`src/rtl/text_pkg.sv`:
```
// text_pkg: shared constants and types for the character display writer path.
//   COLS/ROWS    - text grid size (640x480 pixels / 8x12 glyphs)
//   CELL_ADDR_W  - character RAM address width
//   BLANK        - code stored when clearing cells
//   CH_*         - control codes recognised by the writer
//   state_e      - writer sequencer states
package text_pkg;

  localparam int unsigned COLS        = 80;
  localparam int unsigned ROWS        = 40;
  localparam int unsigned CELLS       = COLS * ROWS;
  localparam int unsigned CELL_ADDR_W = 12;

  localparam logic [6:0] BLANK = 7'h20;
  localparam logic [6:0] CH_BS = 7'h08;
  localparam logic [6:0] CH_LF = 7'h0A;
  localparam logic [6:0] CH_FF = 7'h0C;
  localparam logic [6:0] CH_CR = 7'h0D;

  typedef enum logic [1:0] {
    CLEAR_ALL,
    IDLE,
    CLEAR_LINE
  } state_e;

endpackage

```
`src/rtl/cell_addr.sv`:
```
// cell_addr: combinational text-cell address, row*80 + col.
// Shared with the pixel-side fetch path.
//   i_row  - character row, 0..39
//   i_col  - character column, 0..79
//   o_addr - character RAM address
module cell_addr
  import text_pkg::*;
#(
  parameter int unsigned ADDR_W = CELL_ADDR_W
) (
  input  logic [5:0]        i_row,
  input  logic [6:0]        i_col,
  output logic [ADDR_W-1:0] o_addr
);

  logic [ADDR_W-1:0] w_row;
  logic [ADDR_W-1:0] w_col;

  assign w_row = ADDR_W'(i_row);
  assign w_col = ADDR_W'(i_col);

  // row*80 = row*64 + row*16, widened first so nothing is truncated.
  assign o_addr = (w_row << 6) + (w_row << 4) + w_col;

endmodule

```
`src/rtl/text_writer.sv`:
```
// text_writer: writer side of the character display path. Accepts ASCII codes
// over valid/ready, tracks a text cursor, handles control codes and writes
// codes into the screen character RAM.
//   clock25    - single clock
//   reset_n    - asynchronous active-low reset; restarts a full-screen clear
//   char_in    - offered ASCII code; char_valid qualifies it
//   char_ready - high only in IDLE; transfer on char_valid && char_ready
//   wr_en/wr_addr/wr_data - one RAM cell write per cycle
//   cursor_col/cursor_row - current cursor position
//   busy       - high while a clear sequence runs
module text_writer
  import text_pkg::*;
#(
  parameter int unsigned COLS_P = COLS,  // cell_addr hardwires 80 columns
  parameter int unsigned ROWS_P = ROWS,
  parameter int unsigned ADDR_W = CELL_ADDR_W,
  parameter logic [6:0]  BLANK_P = BLANK
) (
  input  logic              clock25,
  input  logic              reset_n,
  input  logic [6:0]        char_in,
  input  logic              char_valid,
  output logic              char_ready,
  output logic              wr_en,
  output logic [ADDR_W-1:0] wr_addr,
  output logic [6:0]        wr_data,
  output logic [6:0]        cursor_col,
  output logic [5:0]        cursor_row,
  output logic              busy
);

  // One extra bit so the counter can reach the full cell count.
  localparam int unsigned CNT_W = ADDR_W + 1;

  state_e            r_state, w_state_d;
  logic [CNT_W-1:0]  r_cnt, w_cnt_d;
  logic              r_wr_en, w_wr_en_d;
  logic [ADDR_W-1:0] r_wr_addr, w_wr_addr_d;
  logic [6:0]        r_wr_data, w_wr_data_d;
  logic [6:0]        r_col, w_col_d;
  logic [5:0]        r_row, w_row_d;
  logic              r_ready, r_busy;

  logic              w_accept;
  logic              w_printable;
  logic              w_row_adv;
  logic [6:0]        w_addr_col;
  logic [ADDR_W-1:0] w_cell_addr;

  assign w_accept    = char_valid && r_ready;
  assign w_printable = (char_in >= 7'h20) && (char_in <= 7'h7E);

  // Column feeding the shared address calculator: line-clear counter, the
  // cell left of the cursor for backspace, otherwise the cursor itself.
  always_comb begin
    w_addr_col = r_col;
    if (r_state == CLEAR_LINE) begin
      w_addr_col = r_cnt[6:0];
    end else if (char_in == CH_BS) begin
      w_addr_col = r_col - 7'd1;
    end
  end

  cell_addr #(
    .ADDR_W(ADDR_W)
  ) u_cell_addr (
    .i_row (r_row),
    .i_col (w_addr_col),
    .o_addr(w_cell_addr)
  );

  always_comb begin
    w_state_d   = r_state;
    w_cnt_d     = r_cnt;
    w_wr_en_d   = 1'b0;
    w_wr_addr_d = r_wr_addr;
    w_wr_data_d = r_wr_data;
    w_col_d     = r_col;
    w_row_d     = r_row;
    w_row_adv   = 1'b0;

    unique case (r_state)
      CLEAR_ALL: begin
        if (r_cnt < CNT_W'(COLS_P * ROWS_P)) begin
          w_wr_en_d   = 1'b1;
          w_wr_addr_d = r_cnt[ADDR_W-1:0];
          w_wr_data_d = BLANK_P;
          w_cnt_d     = r_cnt + CNT_W'(1);
        end else begin
          w_state_d = IDLE;
          w_cnt_d   = '0;
        end
      end

      CLEAR_LINE: begin
        if (r_cnt < CNT_W'(COLS_P)) begin
          w_wr_en_d   = 1'b1;
          w_wr_addr_d = w_cell_addr;
          w_wr_data_d = BLANK_P;
          w_cnt_d     = r_cnt + CNT_W'(1);
        end else begin
          w_state_d = IDLE;
          w_cnt_d   = '0;
        end
      end

      IDLE: begin
        if (w_accept) begin
          if (w_printable) begin
            w_wr_en_d   = 1'b1;
            w_wr_addr_d = w_cell_addr;
            w_wr_data_d = char_in;
            if (r_col == 7'(COLS_P - 1)) begin
              w_col_d   = '0;
              w_row_adv = 1'b1;
            end else begin
              w_col_d = r_col + 7'd1;
            end
          end else if (char_in == CH_CR) begin
            w_col_d = '0;
          end else if (char_in == CH_LF) begin
            w_col_d   = '0;
            w_row_adv = 1'b1;
          end else if (char_in == CH_BS) begin
            // No reverse wrap onto the previous row at column 0.
            if (r_col != '0) begin
              w_col_d     = r_col - 7'd1;
              w_wr_en_d   = 1'b1;
              w_wr_addr_d = w_cell_addr;
              w_wr_data_d = BLANK_P;
            end
          end else if (char_in == CH_FF) begin
            w_col_d   = '0;
            w_row_d   = '0;
            w_cnt_d   = '0;
            w_state_d = CLEAR_ALL;
          end
        end
      end

      default: begin
        w_state_d = CLEAR_ALL;
        w_cnt_d   = '0;
      end
    endcase

    // No scrolling: wrap to the top row and blank it before it is reused.
    if (w_row_adv) begin
      if (r_row == 6'(ROWS_P - 1)) begin
        w_row_d   = '0;
        w_col_d   = '0;
        w_cnt_d   = '0;
        w_state_d = CLEAR_LINE;
      end else begin
        w_row_d = r_row + 6'd1;
      end
    end
  end

  always_ff @(posedge clock25 or negedge reset_n) begin
    if (!reset_n) begin
      r_state   <= CLEAR_ALL;
      r_cnt     <= '0;
      r_wr_en   <= 1'b0;
      r_wr_addr <= '0;
      r_wr_data <= BLANK_P;
      r_col     <= '0;
      r_row     <= '0;
      r_ready   <= 1'b0;
      r_busy    <= 1'b1;
    end else begin
      r_state   <= w_state_d;
      r_cnt     <= w_cnt_d;
      r_wr_en   <= w_wr_en_d;
      r_wr_addr <= w_wr_addr_d;
      r_wr_data <= w_wr_data_d;
      r_col     <= w_col_d;
      r_row     <= w_row_d;
      // Registered from the next state so ready always equals (state == IDLE).
      r_ready   <= (w_state_d == IDLE);
      r_busy    <= (w_state_d != IDLE);
    end
  end

  assign char_ready = r_ready;
  assign busy       = r_busy;
  assign wr_en      = r_wr_en;
  assign wr_addr    = r_wr_addr;
  assign wr_data    = r_wr_data;
  assign cursor_col = r_col;
  assign cursor_row = r_row;

endmodule

```
`config.mk`:
```
export PLATFORM = sky130hd
export DESIGN_NAME = text_writer
export DESIGN_NICKNAME = d
export VERILOG_FILES = /design/src/rtl/text_pkg.sv /design/src/rtl/cell_addr.sv /design/src/rtl/text_writer.sv
export SDC_FILE = /design/constraint.sdc
export NUM_CORES = 1
export LEC_CHECK = 0
export ABC_AREA = 1
export BUFFER_PORTS_ARGS = -buffer_cell sky130_fd_sc_hd__buf_2
export CORE_UTILIZATION = 45
export DETAILED_ROUTE_END_ITERATION = 6
export GPL_TIMING_DRIVEN = 0
export PLACE_DENSITY = 0.6
export SYNTH_ARGS = -nofsm -noshare
export SYNTH_HDL_FRONTEND = slang
export SYNTH_SLANG_ARGS = --single-unit
```
`constraint.sdc`:
```
create_clock -name clock25 -period 3.7 [get_ports clock25]
set_input_delay 0.925 -clock clock25 [delete_from_list [all_inputs] [get_ports clock25]]
set_output_delay 0.925 -clock clock25 [all_outputs]
set_load 0.02 [all_outputs]
```
==> results_dict.tcl <==
set metrics [dict create \
    cts.clk_slew.worst_paths_ns 0.10 \
    outcome "complete, no violations" \
    ys_ff_latch 50 \
    synth-xor-area-share 0.0188 \
    initial_core_util 0.475 \
    post_synth_and_or_nand_nor_area_fraction 0.394 \
    synth_ff_type "dfrtp_1" \
    placed_cells 690 \
    fmax_mhz 288 \
    std_cell_rows 32 \
    total_power_uw 934 \
    ir_drop_mv 0.151 \
    diodes 0 \
    cts_max_level 2 \
    netlist_area_mm2 0.00372 \
    antenna_found_initial 0 \
    tightest_slew_ns 1.15 \
    finClkSkew_ns 0.0169 \
    yosysSeqAreaShare 0.337 \
    fin_crit_ns 3.47 \
    drive_gt1_frac 0.161 \
    crit_arrival_ns 3.68 \
    grt_usage 0.242 \
    slew_headroom 0.237 \
    portBuffers 44 \
    final_cell_mix "nand2_1 (193), inv_1 (58), nor2_1 (57), dfrtp_1 (48), buf_2 (45)" \
    ys_async_sr_fraction 1.00 \
    rsz0062_at_grt "no" \
    worst-setup-path-type "in -> reg" \
    path_buf_inv 4 \
    grt_start_max_net_pins 51 \
    cts_inserted_buffers 5 \
    grt_pass1_vias 3475 \
    synth_edf_count 0 \
    die_area_mm2 0.00865 \
    gp_congestion 0.922 \
    clk-insertion-delay-late_ns 0.31 \
    worstPathMaxFanout 10 \
    fill_cells 800 \
    yosys.area_share.adder 0.0779 \
    grt-ovfl-total 0 \
    cp.required_ns 3.91 \
    p_leak_uw 0.00232 \
    cpMostUsedCell "nand3_1" \
    grt_pass1_wl_mm 16.6 \
    cts.root.buffer_cell "clkbuf_8" \
    synth_fp_nets 576 \
    drc 0 \
    yosysUniqueCellTypes 40 \
    synth-compound-area-share 0.0920 \
    nNetsFinal 627 \
    finalHoldViolations 0 \
    power.density_mw_per_mm2 224 \
    place_ws_ns -0.183 \
    hold_path.class "reg -> reg" \
    syn_area_per_cell_um2 6.85 \
    firstDrtPassIters 4 \
    syn_inst 544 \
    cts_buffer_depth 2 \
    cap_violations 0 \
    multi_input_area_mm2 0.00217 \
    cp-end-kind "register" \
    crit_chain "buf_2 > inv_1 > nand3_2 > nor2_4 > clkbuf_4 > nand2_1 > nand3_1 > o21ai_0 > fa_1 > inv_1 > fa_2 > nand3_1 > nand3_1 > or2_2 > nand3_1 > o21ai_0 > nand2_1 > nand2_1" \
    cts_tree "built" \
    cts.sinks 50 \
    synth_area_leader_cell "dfrtp_1" \
    final_common_cell "nand2_1" \
    vias 3557 \
    fin_util 0.532 \
    cp_slowest_cell "fa_1" \
    drt-total-wl_mm 9.62 \
    viasPerCell 5.10 \
    yosysWarnings 0 \
    max_stage_delay_ns 0.51 \
    fin_ws_ns 0.227 \
    muxShareOfSynthArea 0 \
    synth.top_cell.area_share 0.322 \
    dp_hpwl_mm 7.33 \
    syn_to_final_growth_pct 12.1 \
    startpoint_type "primary input" \
    setup_viol 0 \
    stdcell_count 698 \
    synthTopCellsByArea "dfrtp_1 (32%), nand2_1 (19%), ha_1 (6.7%), inv_1 (5.8%), nor2_1 (5.7%)" \
    drv_slew 0 \
    fp.dieW_um 93.0 \
    tns_ns 0 \
    ant_nets 0 \
    synth_top_family_by_area "simple AND/OR/NAND/NOR gates" \
    io_pins 45 \
    crit_family "simple AND/OR/NAND/NOR gates" \
    coreArea_mm2 0.00785 \
    fin_crit_sh 0.939 \
    wl_per_cell_um 13.8 \
    die_h_um 93.0 \
    drtIter0Drc 162 \
    ff_latch_area_mm2 0.00125 \
]
[kinds of logic after synthesis]
group,count (synthesis)
flops,50
compound gates,59
simple gates,333
xor+xnor,8
fa+ha+maj,22
buf+inv,72
[cell type report]
| class | instances | area share |
|---|---|---|
| plain buffers | 9 | 0.0156 |
| clock buffers | 6 | 0.0198 |
| inverters | 63 | 0.0566 |
| clock inverters | 2 | 0.00389 |
| flip-flops and latches | 50 | 0.300 |
| multi-input cells | 422 | 0.521 |
| repair buffers | 44 | 0.0527 |
| well taps | 102 | 0.0306 |
[cells in the mapped netlist, drive strengths merged, types with 2 or more instances]
cell type and number:
nand4 13, buf 7, xor2 5, nor2 66
xnor2 3, a31oi 5, nor3 2, inv 62
dfrtp 48, or2 3, nand2 201, o21ai 26
fa 2, nand3 46, clkbuf 2, ha 20
dfstp 2, a21oi 22, o211ai 2
[power breakdown]
part / switching (uW) / leakage [uW] / total, uW / internal (uW)
Sequential: 0 / 0.000642 / 546 / 546
Clock: 197 / 0.0000478 / 352 / 154
Combinational: 28.1 / 0.00163 / 36.6 / 8.50
[final timing paths]
path                                from             to  slack (ns)  cells past startpoint
max                           char_in[4]     wr_addr[9]        0.23                     18
min                           wr_addr[9]     wr_addr[9]        0.47                      2
max reg2reg                cursor_col[0]     wr_addr[9]        0.24                     17
min reg2reg                   wr_addr[9]     wr_addr[9]        0.47                      2
max in group asynchronous        reset_n  cursor_row[0]        2.16                      1
min in group asynchronous        reset_n     wr_data[1]        0.82                      1
[worst min-delay path, stage by stage (launching register included)]
cell     delay (ns)
dfrtp_1        0.35
nand2_1        0.05
nand2_1        0.04
[per-stage QoR]
step	hold WS (ns)	cell area (um^2)
final	0.470	4180
after global routing	0.511	4180
after CTS	0.479	4170
after detailed placement	0.453	4070
after global placement	0.450	4070
after floorplan	0.496	3720
[what timing repair did]
item / in CTS / in global routing
endpoints found under the setup margin: 0 / 1
hold buffers: 0 / 0
buffers inserted: 0 / 0
gates resized for setup: 0 / 2
[state kept, by name (all words and copies together) (netlist names)]
signal,cells
r_cnt,13
wr_addr,12
cursor_col,7
wr_data,7
cursor_row,6
r_state,2
busy,1
char_ready,1
wr_en,1
[per-layer routing]
layer  up-vias  part of all wire  global-route usage
li1       1842                 -                   -
met5         -                 0                   0
met1      1611              0.47               0.340
met4         0             0.014              0.0679
met3        12             0.042              0.0293
met2        92              0.47               0.393
No activity file was read; power rests on OpenSTA's default activity.
